File: config.mk
export PLATFORM = sky130hd
export DESIGN_NAME = sram_arbiter
export DESIGN_NICKNAME = d
export VERILOG_FILES = /design/src/rtl/sram_arbiter.sv
export SDC_FILE = /design/constraint.sdc
export NUM_CORES = 1
export LEC_CHECK = 0
export CELL_PAD_IN_SITES_DETAIL_PLACEMENT = 1
export CELL_PAD_IN_SITES_GLOBAL_PLACEMENT = 2
export CORE_UTILIZATION = 36
export CTS_CLUSTER_SIZE = 20
export DETAILED_ROUTE_END_ITERATION = 6
export DONT_BUFFER_PORTS = 1
export PLACE_DENSITY = 0.95
export SETUP_SLACK_MARGIN = 0.02
export SYNTH_ARGS = -nofsm -noshare
export SYNTH_HDL_FRONTEND = slang
export SYNTH_SLANG_ARGS = --single-unit
File: constraint.sdc
create_clock -name clk -period 2.8 [get_ports clk]
set_clock_uncertainty 0.2 [all_clocks]
set_input_delay 0.84 -clock clk [delete_from_list [all_inputs] [get_ports clk]]
set_output_delay 0.84 -clock clk [all_outputs]
set_load 0.01 [all_outputs]
File: src/rtl/sram_arbiter.sv
// Two-master SRAM-like bus arbiter: instruction fetch and load/store share
// one downstream port with at most one transaction outstanding.
// Ports:
//   clk, reset        : clock, synchronous active-high reset
//   inst_*            : fetch master (read-only, word size)
//   data_*            : load/store master
//   rdata             : shared read data (mirrors mem_rdata)
//   mem_*             : downstream SRAM-like port
module sram_arbiter (
  input  logic        clk,
  input  logic        reset,
  input  logic        inst_req,
  input  logic [31:0] inst_addr,
  output logic        inst_addr_ok,
  output logic        inst_data_ok,
  input  logic        data_req,
  input  logic        data_wr,
  input  logic [1:0]  data_size,
  input  logic [3:0]  data_wstrb,
  input  logic [31:0] data_addr,
  input  logic [31:0] data_wdata,
  output logic        data_addr_ok,
  output logic        data_data_ok,
  output logic [31:0] rdata,
  output logic        mem_req,
  output logic        mem_wr,
  output logic [1:0]  mem_size,
  output logic [3:0]  mem_wstrb,
  output logic [31:0] mem_addr,
  output logic [31:0] mem_wdata,
  input  logic        mem_addr_ok,
  input  logic        mem_data_ok,
  input  logic [31:0] mem_rdata
);

  typedef enum logic [1:0] {
    IDLE = 2'd0,
    REQ  = 2'd1,
    RESP = 2'd2
  } state_t;

  // owner encoding: 0 = inst, 1 = data
  state_t      state, state_nxt;
  logic        owner, owner_nxt;
  logic        last_owner, last_nxt;
  logic        wr_q, wr_nxt;
  logic [1:0]  size_q, size_nxt;
  logic [3:0]  wstrb_q, wstrb_nxt;
  logic [31:0] addr_q, addr_nxt;
  logic [31:0] wdata_q, wdata_nxt;
  logic        pick_data;

  // On a tie the master not served last wins.
  assign pick_data = data_req & (~inst_req | ~last_owner);

  always_ff @(posedge clk) begin
    if (reset) begin
      state      <= IDLE;
      owner      <= 1'b0;
      last_owner <= 1'b0;
      wr_q       <= 1'b0;
      size_q     <= 2'b00;
      wstrb_q    <= 4'h0;
      addr_q     <= 32'h0;
      wdata_q    <= 32'h0;
    end else begin
      state      <= state_nxt;
      owner      <= owner_nxt;
      last_owner <= last_nxt;
      wr_q       <= wr_nxt;
      size_q     <= size_nxt;
      wstrb_q    <= wstrb_nxt;
      addr_q     <= addr_nxt;
      wdata_q    <= wdata_nxt;
    end
  end

  always_comb begin
    state_nxt    = state;
    owner_nxt    = owner;
    last_nxt     = last_owner;
    wr_nxt       = wr_q;
    size_nxt     = size_q;
    wstrb_nxt    = wstrb_q;
    addr_nxt     = addr_q;
    wdata_nxt    = wdata_q;
    mem_req      = 1'b0;
    inst_addr_ok = 1'b0;
    data_addr_ok = 1'b0;
    inst_data_ok = 1'b0;
    data_data_ok = 1'b0;
    unique case (state)
      IDLE: begin
        if (inst_req | data_req) begin
          state_nxt = REQ;
          owner_nxt = pick_data;
          if (pick_data) begin
            wr_nxt    = data_wr;
            size_nxt  = data_size;
            wstrb_nxt = data_wstrb;
            addr_nxt  = data_addr;
            wdata_nxt = data_wdata;
          end else begin
            wr_nxt    = 1'b0;
            size_nxt  = 2'b10;
            wstrb_nxt = 4'h0;
            addr_nxt  = inst_addr;
            wdata_nxt = 32'h0;
          end
        end
      end
      REQ: begin
        mem_req = 1'b1;
        // A data_ok arriving with addr_ok belongs to nothing yet.
        if (mem_addr_ok) begin
          state_nxt    = RESP;
          inst_addr_ok = ~owner;
          data_addr_ok = owner;
        end
      end
      RESP: begin
        if (mem_data_ok) begin
          state_nxt    = IDLE;
          last_nxt     = owner;
          inst_data_ok = ~owner;
          data_data_ok = owner;
        end
      end
      default: state_nxt = IDLE;
    endcase
  end

  assign mem_wr    = wr_q;
  assign mem_size  = size_q;
  assign mem_wstrb = wstrb_q;
  assign mem_addr  = addr_q;
  assign mem_wdata = wdata_q;
  assign rdata     = mem_rdata;

endmodule
==> impl_metrics.tcl <==
set metrics [dict create \
    cpMaxStageDelayCell "sky130_fd_sc_hd__dfxtp_1" \
    cts.repair_timing.setup_buffer_count 0 \
    grt_max_degree 39 \
    port_buffers 0 \
    wl_per_cell_um 20.2 \
    detail-route-antenna-nets 0 \
    global_route.overflow_total 0 \
    total_global_routing_track_utilization_pct 15.9 \
    post_synth_inst_count 330 \
    design.portCount 249 \
    cts_inserted_buffers 9 \
    routability_congestion 0.690 \
    dr.first_iter.drc_count 92 \
    portion_of_the_post_synthesis_area_used_by_sequential_elements_pct 45.5 \
    grt_antenna_before_repair 0 \
    worstSetupPathType "reg -> out" \
    clock_insertion_delay_worst_skew_ns 0.34 \
    grt_first_pass_wirelength_um 11800 \
    clock-sinks 75 \
    number_of_enable_type_register_cells_in_the_synthesized_netlist 0 \
    power_density_nw_per_um2 793 \
    min_path_type "reg -> reg" \
    failed_checks "DRC" \
    yosys-top-cells-area "sky130_fd_sc_hd__dfxtp_1 46%, sky130_fd_sc_hd__a311oi_2 14%, sky130_fd_sc_hd__a22o_1 10%" \
    fp.dieH_um 97.7 \
    final_common_cell "sky130_fd_sc_hd__dfxtp_1" \
    worst-slew-pin-transition_ns 0.603 \
    rows 34 \
    clkTransAtPathRegs_ns 0.09 \
    die-width_um 97.7 \
    commonest_cells_after_routing_fill_and_taps_aside "75 x sky130_fd_sc_hd__dfxtp_1, 68 x sky130_fd_sc_hd__nand2_1, 38 x sky130_fd_sc_hd__a22o_1" \
    first_global_vias 2231 \
    antennaDiodeCount 0 \
    core_area_um2 8810 \
    placed_area_um2 3050 \
    tritoncts "built" \
    die_area_um2 9550 \
    yosys_warnings 0 \
    worst_slew_margin_rel_pct 59.8 \
    fin_crit_sh_pct 92.2 \
    remaining_drc_errors 36 \
    drive_gt1_share_pct 20.4 \
    postSynthRegisterBits 75 \
    critical_path_arrival_ns 1.54 \
    synth_largest_type_area_fraction_pct 45.5 \
    max-clock-path-buffers 2 \
    route.detailed.vias_per_inst 5.80 \
    setup_viol_count_final 0 \
    path_cells "nor2b_1 -> nand2_1 -> nor2_1" \
    share_of_synthesized_registers_carrying_an_async_set_or_reset_pct 0 \
    routed_via_count 2303 \
    run_status "complete, but fails checks" \
    totalNegativeSetupSlack_ns 0 \
    route.final.wire_length_um 8010 \
    max-vdd-ir-drop_mv 0.330 \
    clock_tree.root_cell "sky130_fd_sc_hd__clkbuf_8" \
    yosysTopAreaCell "sky130_fd_sc_hd__dfxtp_1" \
    netlist_area_um2 3300 \
    postLayoutCellArea_um2 3300 \
    detailedRoute.firstPassIterationCount 6 \
    synth_nets 471 \
    htreeDepth 3 \
    crit_required_ns 1.76 \
    synth_cell_type_count 25 \
    ctsHoldBuffers 0 \
    synthesis.area_per_instance_um2 9.99 \
    timing.critical_path.fanout_max 5 \
    worstRegToRegCells 3 \
    hold_violations 0 \
    design.final.nets 425 \
    dp.final_hpwl_um 5700 \
    fmaxAchievable_mhz 387 \
    worst_setup_path_end_kind "primary output" \
    rsz0062_at_grt "false" \
    drv.max_cap_violation_count 0 \
    max_slew_violation_count 0 \
    longest_individual_stage_delay_on_the_worst_path_ns 0.46 \
    ys_dominant_reg_cell "sky130_fd_sc_hd__dfxtp_1" \
    timing.hold.worst_path_depth 1 \
    syn_to_final_growth_pct 0.114 \
    post_cts.resized_instances 0 \
    power.static_leakage_uw 0.00122 \
    floorplan.initialDensity_pct 37.5 \
    worst_setup_path_start_kind "flip-flop" \
    layout_min_cycle_time_ns 2.58 \
]
## power breakdown
group	switching [uW]	internal (uW)
registers	119	1160
clock network	424	600
logic	180	130
## state kept, by name, indices dropped and copies added, names as in the netlist
signal      flops
mem_wstrb       4
mem_addr       32
owner           1
mem_size        2
mem_wr          1
mem_wdata      32
state           2
last_owner      1
## area by class of cell
class                   instances  area (um^2)
clock inverters                 7          124
clock buffers                   9          124
flip-flops and latches         75         1500
well taps                     108          135
multi-input cells             192         1380
inverters                       1         3.75
fillers                       990         5500
repair buffers                  5         37.5
## cells by family (layout without fill, tap and decap cells)
group	count (synthesis)	after routing	share of synthesized area, %
AOI/OAI and AO/OA	111	111	31.3
buffers and inverters	63	22	13.0
DFF	75	75	45.5
and+or+nand+nor	81	81	10.2
## synthesized netlist by cell type (2+ instances only)
| cell | n |
|---|---|
| sky130_fd_sc_hd__a21bo_2 | 2 |
| sky130_fd_sc_hd__a21oi_1 | 36 |
| sky130_fd_sc_hd__a22o_1 | 38 |
| sky130_fd_sc_hd__a311oi_1 | 2 |
| sky130_fd_sc_hd__a311oi_2 | 30 |
| sky130_fd_sc_hd__buf_2 | 6 |
| sky130_fd_sc_hd__buf_4 | 35 |
| sky130_fd_sc_hd__buf_6 | 7 |
| sky130_fd_sc_hd__clkbuf_1 | 13 |
| sky130_fd_sc_hd__dfxtp_1 | 75 |
| sky130_fd_sc_hd__nand2_1 | 68 |
| sky130_fd_sc_hd__nor2_1 | 5 |
## path summary, 6_finish.rpt
path / from / to / slack [ns]
min reg2reg: mem_wdata[14] / mem_wdata[14] / 0.35
max reg2reg: state[1] / mem_addr[19] / 0.97
min: mem_wdata[14] / mem_wdata[14] / 0.35
max: state[0] / inst_addr_ok / 0.22
## metal layers
metal / vias to the layer above / GRT usage, % / part of all wire (%)
li1: 1068 / - / -
met1: 1073 / 18.1 / 40
met2: 150 / 25.3 / 45
met3: 12 / 7.41 / 13
met4: 0 / 7.58 / 1.7
met5: - / 0 / 0
## stage by stage
step                      setup slack, ns  total power (uW)  hold slack, ns  util [%]  cells
after floorplan                     0.674              1630           0.271         -    330
after global placement              0.638              1610           0.318      34.7    381
after detailed placement            0.604              1620           0.326      34.7    381
after CTS                           0.200              2660           0.335      37.5    397
after global routing                0.116              2750           0.338      37.5    397
final                               0.218              2620           0.350      37.5    397
## critical path: cells and delay by family, from the launching register on
kind	cells	cell delay, ns
and+or+nand+nor	3	0.74
DFF	1	0.46
Note: power is estimated with default switching activity, not from simulation.
